$ cat config.mk
export PLATFORM = sky130hd
export DESIGN_NAME = instr_encoder_flat
export DESIGN_NICKNAME = d
export VERILOG_FILES = /design/src/rtl/instr_pkg.sv /design/src/rtl/instr_encoder_if.sv /design/src/rtl/instr_fifo.sv /design/src/rtl/instr_encoder.sv /design/src/flat_wrapper.sv
export SDC_FILE = /design/constraint.sdc
export NUM_CORES = 1
export LEC_CHECK = 0
export BUFFER_PORTS_ARGS = -buffer_cell sky130_fd_sc_hd__buf_2
export CAP_MARGIN = 30
export CORE_UTILIZATION = 50
export DETAILED_ROUTE_END_ITERATION = 6
export MAX_ROUTING_LAYER = met4
export PLACE_DENSITY = 0.7
export SLEW_MARGIN = 20
export SYNTH_ARGS = -nofsm -noshare
export SYNTH_HDL_FRONTEND = slang
export SYNTH_SLANG_ARGS = --single-unit
$ cat constraint.sdc
create_clock -name clk -period 4.8 [get_ports clk]
set_input_delay 0 -clock clk [delete_from_list [all_inputs] [get_ports clk]]
set_output_delay 0 -clock clk [all_outputs]
set_load 0.01 [all_outputs]
$ cat src/rtl/instr_pkg.sv
// instr_pkg: opcodes, operation selects, widths and FIFO entry layout shared by the encoder and the datapath decoder
package instr_pkg;
  localparam int INSTR_W = 32;
  localparam int DATA_W = 8;
  localparam logic [7:0] OPC_ADD = 8'h88;
  localparam logic [7:0] OPC_SUB = 8'h89;
  localparam logic [7:0] OPC_INC = 8'h8A;
  typedef enum logic [1:0] {SEL_ADD = 2'b00, SEL_SUB = 2'b01, SEL_INC = 2'b10, SEL_ILL = 2'b11} op_sel_e;
  typedef struct packed {
    logic [DATA_W-1:0] exp;
    logic [INSTR_W-1:0] word;
  } entry_t;
  localparam int ENTRY_W = $bits(entry_t);
endpackage

$ cat src/rtl/instr_encoder_if.sv
// instr_encoder_if: request handshake (req_*) in and instruction handshake (ins_*) out; master = requester/consumer, slave = encoder
interface instr_encoder_if;
  import instr_pkg::*;
  logic req_valid;
  logic req_ready;
  logic [1:0] req_op;
  logic [DATA_W-1:0] req_a;
  logic [DATA_W-1:0] req_b;
  logic ins_valid;
  logic ins_ready;
  logic [INSTR_W-1:0] ins_word;
  logic [DATA_W-1:0] ins_exp;
  modport master(output req_valid, req_op, req_a, req_b, ins_ready, input req_ready, ins_valid, ins_word, ins_exp);
  modport slave(input req_valid, req_op, req_a, req_b, ins_ready, output req_ready, ins_valid, ins_word, ins_exp);
endinterface

$ cat src/rtl/instr_fifo.sv
// instr_fifo: synchronous FIFO; ports clk, rst, push_i/pop_i, wdata_i, rdata_o (head), count_o, full_o, empty_o
module instr_fifo #(
  parameter int WIDTH = 40,
  parameter int DEPTH = 4
) (
  input  logic                     clk,
  input  logic                     rst,
  input  logic                     push_i,
  input  logic                     pop_i,
  input  logic [WIDTH-1:0]         wdata_i,
  output logic [WIDTH-1:0]         rdata_o,
  output logic [$clog2(DEPTH):0]   count_o,
  output logic                     full_o,
  output logic                     empty_o
);
  localparam int AW = $clog2(DEPTH);
  logic [WIDTH-1:0] mem_q [DEPTH];
  logic [AW-1:0] wptr_q, rptr_q;
  logic [AW:0] cnt_q, cnt_d;
  logic do_push, do_pop;
  assign do_push = push_i && !full_o;
  assign do_pop = pop_i && !empty_o;
  assign cnt_d = cnt_q + {{AW{1'b0}}, do_push} - {{AW{1'b0}}, do_pop};
  // count never exceeds DEPTH (a power of two), so its top bit alone means full
  assign full_o = cnt_q[AW];
  assign empty_o = cnt_q == '0;
  assign count_o = cnt_q;
  assign rdata_o = mem_q[rptr_q];
  always_ff @(posedge clk)
    if (do_push) mem_q[wptr_q] <= wdata_i;
  always_ff @(posedge clk) begin
    if (rst) begin
      wptr_q <= '0;
      rptr_q <= '0;
      cnt_q <= '0;
    end else begin
      wptr_q <= wptr_q + AW'(do_push);
      rptr_q <= rptr_q + AW'(do_pop);
      cnt_q <= cnt_d;
    end
  end
endmodule

$ cat src/rtl/instr_encoder.sv
// instr_encoder: encodes ADD/SUB/INC requests into 32-bit words with expected results and issues them in order; ports clk, rst, bus (slave), fifo_count, issued_cnt, illegal_cnt, illegal_pulse
module instr_encoder
  import instr_pkg::*;
#(
  parameter int DEPTH = 4,
  parameter int CNT_W = 16
) (
  input  logic                   clk,
  input  logic                   rst,
  instr_encoder_if.slave         bus,
  output logic [$clog2(DEPTH):0] fifo_count,
  output logic [CNT_W-1:0]       issued_cnt,
  output logic [7:0]             illegal_cnt,
  output logic                   illegal_pulse
);
  entry_t enc, head;
  logic full, empty, legal, accept, issue;
  logic [CNT_W-1:0] issued_cnt_q, issued_cnt_d;
  logic [7:0] illegal_cnt_q, illegal_cnt_d;
  logic illegal_pulse_q, illegal_pulse_d;
  always_comb begin
    enc.word = {bus.req_op == SEL_SUB ? OPC_SUB : bus.req_op == SEL_INC ? OPC_INC : OPC_ADD,
                8'h00, bus.req_op == SEL_INC ? 8'h00 : bus.req_b, bus.req_a};
    enc.exp = bus.req_op == SEL_SUB ? bus.req_a - bus.req_b :
              bus.req_op == SEL_INC ? bus.req_a + 8'd1 : bus.req_a + bus.req_b;
  end
  assign legal = bus.req_op != SEL_ILL;
  assign accept = bus.req_valid && bus.req_ready;
  assign issue = bus.ins_valid && bus.ins_ready;
  // ready comes from the registered count only, so a pop never frees a slot in the same cycle
  assign bus.req_ready = !full;
  assign bus.ins_valid = !empty;
  assign bus.ins_word = empty ? '0 : head.word;
  assign bus.ins_exp = empty ? '0 : head.exp;
  instr_fifo #(.WIDTH(ENTRY_W), .DEPTH(DEPTH)) u_fifo (
    .clk(clk), .rst(rst), .push_i(accept && legal), .pop_i(issue), .wdata_i(enc),
    .rdata_o(head), .count_o(fifo_count), .full_o(full), .empty_o(empty)
  );
  assign issued_cnt_d = issued_cnt_q + CNT_W'(issue);
  assign illegal_pulse_d = accept && !legal;
  assign illegal_cnt_d = illegal_cnt_q + 8'(illegal_pulse_d && illegal_cnt_q != 8'hFF);
  always_ff @(posedge clk) begin
    if (rst) begin
      issued_cnt_q <= '0;
      illegal_cnt_q <= '0;
      illegal_pulse_q <= 1'b0;
    end else begin
      issued_cnt_q <= issued_cnt_d;
      illegal_cnt_q <= illegal_cnt_d;
      illegal_pulse_q <= illegal_pulse_d;
    end
  end
  assign issued_cnt = issued_cnt_q;
  assign illegal_cnt = illegal_cnt_q;
  assign illegal_pulse = illegal_pulse_q;
endmodule
$ cat src/flat_wrapper.sv
// flat-port wrapper written by rule: the top's interface ports become plain ports
module instr_encoder_flat import instr_pkg::*;
#(
  parameter int DEPTH = 4,
  parameter int CNT_W = 16
)
  (clk, rst, fifo_count, issued_cnt, illegal_cnt, illegal_pulse, bus_req_valid, bus_req_op, bus_req_a, bus_req_b, bus_ins_ready, bus_req_ready, bus_ins_valid, bus_ins_word, bus_ins_exp);
  instr_encoder_if bus_i ();
  input  logic clk;
  input  logic rst;
  output logic [$clog2(DEPTH):0] fifo_count;
  output logic [CNT_W-1:0] issued_cnt;
  output logic [7:0] illegal_cnt;
  output logic illegal_pulse;
  input wire logic [$bits(bus_i.req_valid)-1:0] bus_req_valid;
  input wire logic [$bits(bus_i.req_op)-1:0] bus_req_op;
  input wire logic [$bits(bus_i.req_a)-1:0] bus_req_a;
  input wire logic [$bits(bus_i.req_b)-1:0] bus_req_b;
  input wire logic [$bits(bus_i.ins_ready)-1:0] bus_ins_ready;
  output wire logic [$bits(bus_i.req_ready)-1:0] bus_req_ready;
  output wire logic [$bits(bus_i.ins_valid)-1:0] bus_ins_valid;
  output wire logic [$bits(bus_i.ins_word)-1:0] bus_ins_word;
  output wire logic [$bits(bus_i.ins_exp)-1:0] bus_ins_exp;
  assign bus_i.req_valid = bus_req_valid;
  assign bus_i.req_op = bus_req_op;
  assign bus_i.req_a = bus_req_a;
  assign bus_i.req_b = bus_req_b;
  assign bus_i.ins_ready = bus_ins_ready;
  assign bus_req_ready = bus_i.req_ready;
  assign bus_ins_valid = bus_i.ins_valid;
  assign bus_ins_word = bus_i.ins_word;
  assign bus_ins_exp = bus_i.ins_exp;
  instr_encoder #(.DEPTH(DEPTH), .CNT_W(CNT_W)) u_core (.clk(clk), .rst(rst), .bus(bus_i), .fifo_count(fifo_count), .issued_cnt(issued_cnt), .illegal_cnt(illegal_cnt), .illegal_pulse(illegal_pulse));
endmodule
== Word level (Yosys, flattened, before mapping) ==
Memories as Yosys holds them, arrays and structs flattened. A register that Yosys moved wholly into a read port is not among the register bits.
Cells that the tools add are included.
Storage, ports and cells
  bits in registers: 32
  bits of input ports: 22
  memory bits (read-only): 0
  output and inout port bits: 70
  latch bits: 0
  memories kept: 1
  memory bits (writable): 128
Operators by class
  magnitude comparators: 0
  shift-type cells: 0
  muxes and demuxes: 10
  multipliers: 0
  bitwise operators: 0
  div/mod/pow operators: 0
  eq/ne operators: 4
  reduce and logical (&&, ||, !) cells: 11
  add/sub/neg operators: 9
Memories
  u_core.u_fifo.mem_q: depth 4, width 32, read ports 1, clocked after memory_dff 1, wr ports 1, RTL line instr_fifo.sv:17  | logic [WIDTH-1:0] mem_q [DEPTH];
Operator list (number)
  two-way mux 8 bit: 5
  two-way mux 32 bit: 1
  adder 16 x 1 -> 16 bit: 1
  adder 8 x 1 -> 8 bit: 1
  adder 8 x 1 -> 8 bit (second input constant): 1
  adder 8 bit: 1
  != test 8 bit (second input constant): 1
  subtractor 8 bit: 1
  logical AND 1 bit: 7
  adder 2 x 1 -> 2 bit: 2
  two-way mux 2 bit: 2
  adder 3 x 1 -> 3 bit: 1
  zero test 1 bit: 3
  zero test 3 bit: 1
  subtractor 3 x 1 -> 3 bit: 1
  equality test 2 x 1 -> 1 bit (second input constant): 1
  equality test 2 bit (second input constant): 1
  two-way mux 1 bit: 2
  != test 2 bit (second input constant): 1

== Longest topological paths before layout ==
Gate-level depths: netlist (run 1).
  word-level depth: 6
  gate-level depth with buffers: 14

== Hierarchy ==
A second synthesis (run 1) with hierarchy kept.
Second synthesis, totals
  cell total of the unflattened synthesis: 492
  area total of the unflattened synthesis: 8091.5 um2
By module, submodules not included
  instr_fifo: area an instance 6200.9 um2, cells each 247, times used 1
  instr_encoder: area an instance 1890.6 um2, cells each 245, times used 1

== Least setup slack after synthesis (run 1) ==
Ideal clock, no wire load.
  kind: reg2reg
  start: register u_core.u_fifo.cnt_q[2] (netlist: u_core.u_fifo.count_o[2])
  end: memory u_core.u_fifo.mem_q[0][0] in the netlist's numbering, enable pin
  arrival time: 2352 ps
  buffers on the path: 0
  stages on the path, launching flop included: 4
  data required time: 4358 ps
  slack: 2007 ps
  clock period less this slack: 2793 ps
  path through: dfxtp_1 -> nor2b_1 -> nand2_1 -> nor3_1
Between the ends
  cells in the longest elaborated chain, start to end: 6
RTL lines
  start, declared: RTL line instr_fifo.sv:19  | logic [AW:0] cnt_q, cnt_d;
  start signal, assigned: RTL line instr_fifo.sv:39  | cnt_q <= cnt_d;
  zero test 1 bit (*): RTL line instr_fifo.sv:21, instr_encoder.sv:31
  logical AND 1 bit: RTL line instr_encoder.sv:28  | assign accept = bus.req_valid && bus.req_ready;
  logical AND 1 bit: RTL line instr_encoder.sv:36  | .clk(clk), .rst(rst), .push_i(accept && legal), .pop_i(issue), .wdata_i(enc),
  logical AND 1 bit (*): RTL line instr_fifo.sv:21  | assign do_push = push_i && !full_o;
  two-way mux 1 bit (*): RTL line instr_fifo.sv:30  | if (do_push) mem_q[wptr_q] <= wdata_i;
  two-way mux 1 bit (implied by the code) (*): RTL line instr_fifo.sv:30
  end, declared: RTL line instr_fifo.sv:17
Mark *: on every way between the ends. The rest lies on a longest branch, timed or not.

==> results of run 1 <==
## power by group through the flow
stage | sequential [mW] | clock, mW | combinational, mW
floorplan | 1.44 | 0 | 0.650
global placement | 1.50 | 0 | 0.832
detailed placement | 1.48 | 0 | 0.895
CTS | 1.45 | 1.25 | 0.906
global route | 1.46 | 1.30 | 0.968
finish | 1.45 | 1.23 | 0.882
## layer usage
layer / GRT usage (%) / part of all wire [%] / wire length, um / up-vias
met4: 6.31 / 0.91 / 101 / 0
met3: 5.55 / 3.9 / 436 / 8
met5: - / 0 / 0 / -
li1: - / - / - / 1640
met2: 32.5 / 51 / 5700 / 100
met1: 24.0 / 44 / 4900 / 1733
## timing repair
item / 4_1_cts / 5_1_grt
hold buffers: 12 / 0
hold endpoints to repair: 41 / 0
buffers inserted: 0 / 0
## placed cells by master (no fill, tap or decap), types with 2 or more instances in the layout
cell type | netlist | layout
nand4_1 | 2 | 2
edfxtp_1 | 104 | 104
buf_2 | 4 | 79
bufinv_16 | 0 | 2
clkbuf_1 | 5 | 5
buf_4 | 17 | 4
xnor2_1 | 16 | 16
dfxtp_1 | 32 | 31
mux4_2 | 26 | 26
and2b_1 | 10 | 10
nor2b_1 | 16 | 16
conb_1 | 1 | 12
a21oi_1 | 7 | 7
xor2_1 | 16 | 16
nor3_1 | 4 | 2
nand2_1 | 15 | 15
nor3_2 | 0 | 2
inv_1 | 14 | 14
and3_1 | 4 | 4
and2_2 | 7 | 7
dlygate4sd3_1 | 0 | 12
clkbuf_8 | 0 | 2
clkinv_2 | 0 | 4
and2b_2 | 11 | 11
or3_1 | 5 | 5
fa_1 | 2 | 2
a21o_1 | 2 | 2
and2_4 | 2 | 2
o21ai_0 | 9 | 9
nor2_4 | 0 | 2
clkbuf_16 | 0 | 17
ha_1 | 16 | 16
nor2_1 | 32 | 30
a32oi_1 | 2 | 2
nand3_1 | 11 | 11
## kinds of logic after synthesis
family / count (synthesis)
other: 1
DFF: 136
and+or+nand+nor: 124
AOI/OAI and AO/OA: 23
muxes: 27
xor gates and xnor gates: 32
adders and majority gates: 19
buffers and inverters: 42
## registers in the layout, indices dropped and copies added, names as in the netlist
register,cells
u_core.u_fifo.mem_q,104
u_core.issued_cnt,16
u_core.illegal_cnt,8
u_core.u_fifo.count_o,3
u_core.u_fifo.rptr_q,2
u_core.u_fifo.wptr_q,2
u_core.illegal_pulse,1
## critical path, cell delays in order
cell           delay (ns)
dlygate4sd3_1        0.53
buf_2                0.16
nand2b_1             0.29
inv_1                0.17
nor2_1               0.15
ha_1                 0.25
mux2i_1              0.23
ha_1                 0.27
nor2b_1              0.13
o21ai_0              0.22
a21oi_1              0.14
o41ai_1              0.35
xor2_1               0.28
## final cells by class
cell class              instances  area [sq um]
clock buffers                  24           472
clock inverters                 8          96.3
fillers                       867          4340
inverters                      14          52.6
multi-input cells             237          2040
flip-flops and latches        136          3760
well taps                     143           179
repair buffers                 96           566
## path summary, 6_finish.rpt
kind / slack, ns / end / cells after the start / startpoint
worst max-delay path: 1.84 / u_core.u_fifo.mem_q[2][31] / 13 / bus_req_op[0]
worst min-delay path: 0.008 / u_core.u_fifo.mem_q[2][14] / 2 / bus_req_b[6]
worst max register to register: 2.34 / u_core.u_fifo.count_o[2] / 11 / u_core.u_fifo.count_o[1]
worst min register to register: 0.49 / u_core.issued_cnt[15] / 2 / u_core.issued_cnt[15]
==> flow_summary.ini, run 1 <==
[status]
status = finished with violations
violations = DRC

[clock_tree]
cts_resized = 0
cts_tree = yes
clk_latency_ns = 0.41
clock_sinks = 136
path_clk_slew_ns = 0.06
cts_made_buffers = 17
root_buffer = clkbuf_16
ctsHtreeMaxLevel = 4
cts_buffer_depth = 2

[cells_and_area]
fin_cells = 658
fin_util_pct = 62.3
nNetsFinal = 542
drive_above_1_share_pct = 31.8
final_area_sq_um = 7170
syn2layout_area_growth_pct = 19.9
antenna_cells = 0

[timing]
whs_ns = 0.00770
skew_ns = 0.00553
setup_ws_ns = 1.84
tns_ns = 0
finalHoldViolations = 0
relSlewSlack_pct = 40.2
max_slew.worst_pin.slew_ns = 0.896
rsz0062_at_grt = no
fin_crit_sh_pct = 61.7
period_needed_ns = 2.96
max_clock_freq_mhz = 337
slew_violations = 0
setup_viol = 0

[yosys]
synth_top_family_by_area = simple AND/OR/NAND/NOR gates
avgSynthCellArea_sq_um = 14.8
synth_fa_ha_area_share_pct = 4.18
synthMuxAreaShare_pct = 9.96
synth_area_leaders = edfxtp_1 52%, dfxtp_1 11%, mux4_2 9.8%, ha_1 3.3%, xnor2_1 2.3%
async_flop_share_pct = 0
synthTopCellsByCount = 104 x edfxtp_1, 32 x dfxtp_1, 32 x nor2_1
netlist.area_leader.share_pct = 52.2
syn_inst = 404
ys_ff_latch = 136
synth_area_leader_cell = edfxtp_1
synthMostInstantiatedCell = edfxtp_1
synth_xor_area_share_pct = 4.69
synthesis.area_sq_um = 5980
ys.flop_type = edfxtp_1
synth_compound_area_share_pct = 2.28
ys_types = 39
yosysWarnings = 0
synth_edf_count = 104
synth-simple-area-share_pct = 11.9
ys_seq_area_share_pct = 62.9

[grt]
grt_pass1_vias = 3467
grt_max_degree = 33
antenna_found_initial = 0
grt_pass1_wl_um = 17900
track_usage_pct = 19.9
overflow = 0

[drt]
dr.pass1.iters = 7
drc = 8
drt-total-wl_um = 11100
drtAntennaViolNets = 0
viasPerCell = 5.29
vias = 3481
drt_first_iter_violations = 182
wl_per_cell_um = 16.9

[critical_path]
crit_required_ns = 5.01
path_class = input port to flip-flop
critPathCaptureType = flip-flop
crit_arrival_ns = 3.17
cp_max_fo = 10
worst_setup_path_start_kind = input port

[floorplan]
core.rowCount = 39
die_y_um = 111
die-area_sq_um = 12400
core-area_sq_um = 11500
die_x_um = 111
io_pins = 92
initial_core_util_pct = 51.9

[flow_run]
maxCapViolCount = 0

[pwr]
power.switching_mw = 0.938
p_int_mw = 2.63
clkPwrFrac_pct = 34.6
swShare_pct = 26.3
powerDensity_nw_per_um2 = 497
p_leak_nw = 2.79
p_comb_share_pct = 24.7
pwr-share-seq_pct = 40.7
peakVddDrop_v = 0.000331
design_power_total_mw = 3.56

[placement]
preCtsSetupSlack_ns = 1.97
place.gp.congestion = 0.795
dp.cells = 614
io_buffer_count = 79
dp_hpwl_um = 7140
dpl_cell_area_sq_um = 6480

[hold_path]
min_path_type = input port to flip-flop
(Power assumes the default switching activity.)
==> inputs of run 2 (changes only) <==
--- a/config.mk
+++ b/config.mk
@@ -10,7 +10,7 @@
 export CORE_UTILIZATION = 50
 export DETAILED_ROUTE_END_ITERATION = 6
 export MAX_ROUTING_LAYER = met4
-export PLACE_DENSITY = 0.7
+export PLACE_DENSITY = 0.72
 export SLEW_MARGIN = 20
 export SYNTH_ARGS = -nofsm -noshare
 export SYNTH_HDL_FRONTEND = slang
==> constraint.sdc (replaced) <==
create_clock -name clk -period 2.5 [get_ports clk]
set_input_delay 0 -clock clk [delete_from_list [all_inputs] [get_ports clk]]
set_output_delay 0 -clock clk [all_outputs]
set_load 0.01 [all_outputs]
==> run 2 against run 1 <==
Net effect:
- the run still ends with DRC left
- sequential power increased by 92%
- combinational power is 97% higher
- via count is 0.80% higher
- critical endpoint is now u_core.u_fifo.mem_q[3][31]
- largest power group unchanged
- highest routed layer unchanged
==> flow_summary.ini, run 2 (synthesized netlist as in run 1, its figures left out) <==
[grt]
met2_usage_pct = 35.2
grt_use_met1_pct = 24.3
grt_pass1_wl_um = 18600
grt_pass1_vias = 3709
track_usage_pct = 20.9
grt_util_met3_pct = 5.66
grt_max_degree = 33
grt.busiest_layer = met2
antenna_found_initial = 0
overflow = 0

[hold_path]
holdPathEnd = u_core.u_fifo.mem_q[2][12]
min_from = bus_req_b[4]
whs_path_depth = 2
min_path_type = input port to flip-flop

[critical_path]
worstReg2RegStart = u_core.u_fifo.count_o[1]
cp_max_fo = 4
worst_setup_path_start_kind = input port
crit_arrival_ns = 2.52
regToRegSetupSlack_ns = 0.30
rr_worst_depth = 10
crit_required_ns = 2.63
worstReg2RegEnd = u_core.u_fifo.count_o[2]
path_class = input port to flip-flop
critPathCaptureType = flip-flop

[timing]
max_slew.worst_pin.slew_ns = 0.566
tns_ns = 0
relSlewSlack_pct = 62.3
max_clock_freq_mhz = 418
finalHoldViolations = 0
setup_ws_ns = 0.110
skew_ns = 0.00596
fin_crit_sh_pct = 95.6
slew_violations = 0
period_needed_ns = 2.39
setup_viol = 0
rsz0062_at_grt = no

[cells_and_area]
n_fill_cell = 862
final_cell_mix = 104 x edfxtp_1, 79 x buf_2, 31 x dfxtp_1
antenna_cells = 0
drive_above_1_share_pct = 34.1
fin_util_pct = 63.6
largest_reg_flops = 104
syn2layout_area_growth_pct = 22.4
final_area_sq_um = 7320
nNetsFinal = 552
largest_register = u_core.u_fifo.mem_q
final_common_cell = edfxtp_1

[clock_tree]
ctsHtreeMaxLevel = 4
root_buffer = clkbuf_16
cts_buffer_depth = 2
clock_sinks = 136
path_clk_slew_ns = 0.05
cts_made_buffers = 17
cts_tree = yes
post_cts_buffers = 0
clk_latency_ns = 0.41

[drt]
wl_per_cell_um = 17.4
vias = 3509
viasPerCell = 5.25
drt-total-wl_um = 11600
drt_first_iter_violations = 199
drc = 13
drtAntennaViolNets = 0
dr.pass1.iters = 6

[pwr]
p_comb_share_pct = 24.5
p_leak_nw = 2.86
power.switching_mw = 1.86
p_int_mw = 5.26
clkPwrFrac_pct = 36.5
peakVddDrop_v = 0.000504
swShare_pct = 26.2
design_power_total_mw = 7.12
pwr-share-seq_pct = 39.0
powerDensity_nw_per_um2 = 973

[status]
violations = DRC
status = finished with violations

[placement]
place.gp.congestion = 0.835
preCtsSetupSlack_ns = -0.0583
io_buffer_count = 79
dpl_cell_area_sq_um = 6560
dp_hpwl_um = 7490

[floorplan]
die_x_um = 111
initial_core_util_pct = 51.9
die-area_sq_um = 12400
core.rowCount = 39
die_y_um = 111
core-area_sq_um = 11500
io_pins = 92

[flow_run]
maxCapViolCount = 0
run 2: power by group through the flow:
stage / sequential [mW] / clock (mW) / combinational [mW]
2_1_floorplan: 2.78 / 0 / 1.26
3_3_place_gp: 2.81 / 0 / 1.72
3_5_place_dp: 2.82 / 0 / 1.76
4_1_cts: 2.78 / 2.65 / 1.78
5_1_grt: 2.80 / 2.75 / 1.91
6_report: 2.78 / 2.60 / 1.74
run 2: metrics by stage:
| stage | hold WS [ns] | instances |
|---|---|---|
| 4_1_cts | 0.0269 | 668 |
| 5_1_grt | 0.0358 | 668 |
| 3_5_place_dp | 0.250 | 624 |
| 2_1_floorplan | 0.0716 | 415 |
| 3_3_place_gp | 0.237 | 624 |
| 6_report | 0.0511 | 668 |
run 2: how the worst max path moves through the flow:
stage / startpoint / end / slack [ns] / cells past startpoint
2_1_floorplan: u_core.u_fifo.count_o[1] / u_core.u_fifo.count_o[2] / 0.05 / 11
3_3_place_gp: bus_req_op[0] / u_core.u_fifo.mem_q[0][31] / 0.08 / 12
3_5_place_dp: bus_req_op[0] / u_core.u_fifo.mem_q[2][31] / -0.06 / 12
4_1_cts: bus_req_b[0] / u_core.u_fifo.mem_q[3][31] / 0.07 / 11
5_1_grt: bus_req_b[0] / u_core.u_fifo.mem_q[1][31] / 0.01 / 13
6_report: bus_req_b[0] / u_core.u_fifo.mem_q[3][31] / 0.11 / 13
run 2: worst max-delay path, stage by stage:
cell,delay [ns]
dlygate4sd3_1,0.52
buf_2,0.14
nor2_1,0.15
ha_1,0.23
nand2_1,0.08
or3_1,0.33
a32oi_1,0.23
nand2_1,0.09
ha_1,0.31
nor2_1,0.05
nor2_1,0.11
o41ai_2,0.09
xor2_1,0.18
run 2: what timing repair did:
item | 4_1_cts | 5_1_grt
resized for setup | 0 | 1
endpoints found under the setup margin | 0 | 4
hold buffers | 12 | 0
endpoints found under the hold margin | 48 | 0
run 2: final cells by class:
cell class | count | area [sq um] | area share (%)
flip-flops and latches | 136 | 3760 | 51.4
multi-input cells | 237 | 2050 | 28.1
repair buffers | 106 | 641 | 8.75
clock buffers | 19 | 453 | 6.19
well taps | 143 | 179 | 2.44
clock inverters | 13 | 176 | 2.41
inverters | 14 | 52.6 | 0.718
run 2: per-layer routing:
layer,vias to the layer above,part of all wire [%]
met2,91,52
met4,0,1.2
met3,15,4.1
met1,1746,42
li1,1657,-
met5,-,0
==> inputs of run 3 (changes only) <==
--- a/config.mk
+++ b/config.mk
@@ -7,10 +7,12 @@
 export LEC_CHECK = 0
 export BUFFER_PORTS_ARGS = -buffer_cell sky130_fd_sc_hd__buf_2
 export CAP_MARGIN = 30
-export CORE_UTILIZATION = 50
+export CELL_PAD_IN_SITES_DETAIL_PLACEMENT = 1
+export CELL_PAD_IN_SITES_GLOBAL_PLACEMENT = 2
+export CORE_UTILIZATION = 40
 export DETAILED_ROUTE_END_ITERATION = 6
 export MAX_ROUTING_LAYER = met4
-export PLACE_DENSITY = 0.72
+export PLACE_DENSITY = 0.77
 export SLEW_MARGIN = 20
 export SYNTH_ARGS = -nofsm -noshare
 export SYNTH_HDL_FRONTEND = slang
==> constraint.sdc (replaced) <==
create_clock -name clk -period 2.7 [get_ports clk]
set_input_delay 0 -clock clk [delete_from_list [all_inputs] [get_ports clk]]
set_output_delay 0 -clock clk [all_outputs]
set_load 0.01 [all_outputs]
==> run 3 against run 2 <==
Net effect:
- the run now ends clean
- design area fell by 1.2%
- sequential power is 7.6% lower
- largest power group unchanged
- setup slack gained 0.18 ns
- combinational power fell by 7%
- cell count increased by 5.5%
- clock power down 25%
- sequential share of layout area rose by 0.62 points
==> flow_summary.ini, run 3 (synthesized netlist as in run 1, its figures left out) <==
[placement]
dp_hpwl_um = 8620
dpl_cell_area_sq_um = 6600
io_buffer_count = 79
place.gp.congestion = 0.770

[cells_and_area]
nNetsFinal = 549
final_common_cell = edfxtp_1
syn2layout_area_growth_pct = 20.9
drive_above_1_share_pct = 32.8
largest_reg_flops = 104
fin_util_pct = 49.6
largest_register = u_core.u_fifo.mem_q
antenna_cells = 0
final_cell_mix = 104 x edfxtp_1, 79 x buf_2, 31 x dfxtp_1
final_area_sq_um = 7230

[timing]
setup_viol = 0
slew_violations = 0
max_clock_freq_mhz = 415
max_slew.worst_pin.slew_ns = 0.592
whs_ns = 0.0199
rsz0062_at_grt = no
fin_crit_sh_pct = 89.3
skew_ns = 0.00723
tns_ns = 0
relSlewSlack_pct = 60.5
period_needed_ns = 2.41
finalHoldViolations = 0

[floorplan]
core.rowCount = 44
core-area_sq_um = 14600
die_x_um = 124
initial_core_util_pct = 41.0
io_pins = 92
die-area_sq_um = 15400
die_y_um = 124

[grt]
antenna_found_initial = 0
overflow = 0
track_usage_pct = 18.1
grt_pass1_vias = 3871
grt_max_degree = 33
grt_pass1_wl_um = 20500

[drt]
dr.pass1.iters = 4
route.met3.wl_um = 507
viasPerCell = 4.97
wl_met1_um = 5500
top_layer_used = met4
drt-total-wl_um = 12500
drc = 0
wl_per_cell_um = 17.8
drt_first_iter_violations = 146
met2_length_um = 6250
drtAntennaViolNets = 0
vias = 3505

[critical_path]
max_stage_delay_ns = 0.53
path_class = input port to flip-flop
cpMostUsedCell = ha_1
worst_setup_path_start_kind = input port
crit_required_ns = 2.92
critPathCaptureType = flip-flop
cp_max_fo = 4
crit_arrival_ns = 2.63
crit_slowest_cell = dlygate4sd3_1
crit_chain = dlygate4sd3_1 -> buf_2 -> nor2_1 -> ha_1 -> mux2i_4 -> ha_1 -> nor2b_1 -> o21ai_0 -> a21oi_1 -> o41ai_2 -> xor2_1

[pwr]
clkPwrFrac_pct = 31.8
p_comb_share_pct = 26.3
p_leak_nw = 2.80
powerDensity_nw_per_um2 = 848
p_int_mw = 4.42
design_power_total_mw = 6.14
pwr-share-seq_pct = 41.9
swShare_pct = 27.9
peakVddDrop_v = 0.000376
power.switching_mw = 1.71

[status]
status = completed

[flow_run]
maxCapViolCount = 0

[clock_tree]
cts_buffer_depth = 2
path_clk_slew_ns = 0.05
root_buffer = clkbuf_16
cts_tree = yes
ctsHtreeMaxLevel = 4
clock_sinks = 136
cts_made_buffers = 17
clk_latency_ns = 0.42

[hold_path]
min_path_type = input port to flip-flop
==> run 3: routing by layer <==
metal  global-route usage [%]  vias to the layer above
li1                         -                     1648
met2                     29.5                       94
met4                     8.15                        0
met5                        -                        -
met1                     21.8                     1743
met3                     3.78                       20
==> run 3: final cells by class <==
cell class,instances,area (sq um)
Fill cell,1476,7360
Inverter,14,52.6
Multi-Input combinational cell,237,2060
Clock inverter,13,65.1
Sequential cell,136,3760
Timing Repair Buffer,103,631
Tap cell,184,230
Clock buffer,18,429
==> run 3: metrics by stage <==
step | setup slack, ns | cells
floorplan | 0.0464 | 415
global placement | 0.169 | 662
detailed placement | -0.0737 | 662
CTS | 0.0522 | 705
global route | 0.0132 | 705
finish | 0.289 | 705
==> run 3: repair_timing <==
item,in CTS,in global routing
buffers inserted,0,0
hold buffers,12,0
setup endpoints to repair,0,4
gates resized for setup,0,3
endpoints found under the hold margin,41,0
==> run 3: critical path: cells and delay by family <==
| family | cells | cell delay, ns |
|---|---|---|
| multiplexers | 1 | 0.21 |
| XOR/XNOR | 1 | 0.29 |
| adder cells (fa/ha/maj) | 2 | 0.55 |
| AND/OR/NAND/NOR | 2 | 0.28 |
| AO/OA/AOI/OAI | 3 | 0.62 |
| buffers and inverters | 2 | 0.68 |
==> run 3: worst paths after layout <==
kind	startpoint	endpoint	slack [ns]	cells past startpoint
min reg2reg	u_core.issued_cnt[15]	u_core.issued_cnt[15]	0.49	2
min	bus_req_b[5]	u_core.u_fifo.mem_q[2][13]	0.02	2
max	bus_req_b[0]	u_core.u_fifo.mem_q[3][31]	0.29	11
max reg2reg	u_core.u_fifo.count_o[2]	u_core.u_fifo.count_o[2]	0.50	10
==> run 3: power by group through the flow <==
stage	registers (mW)	logic, mW	clock network [mW]
floorplan	2.56	1.16	0
global placement	2.60	1.62	0
detailed placement	2.62	1.64	0
CTS	2.57	1.66	2.00
global route	2.59	1.80	2.07
finish	2.57	1.62	1.95
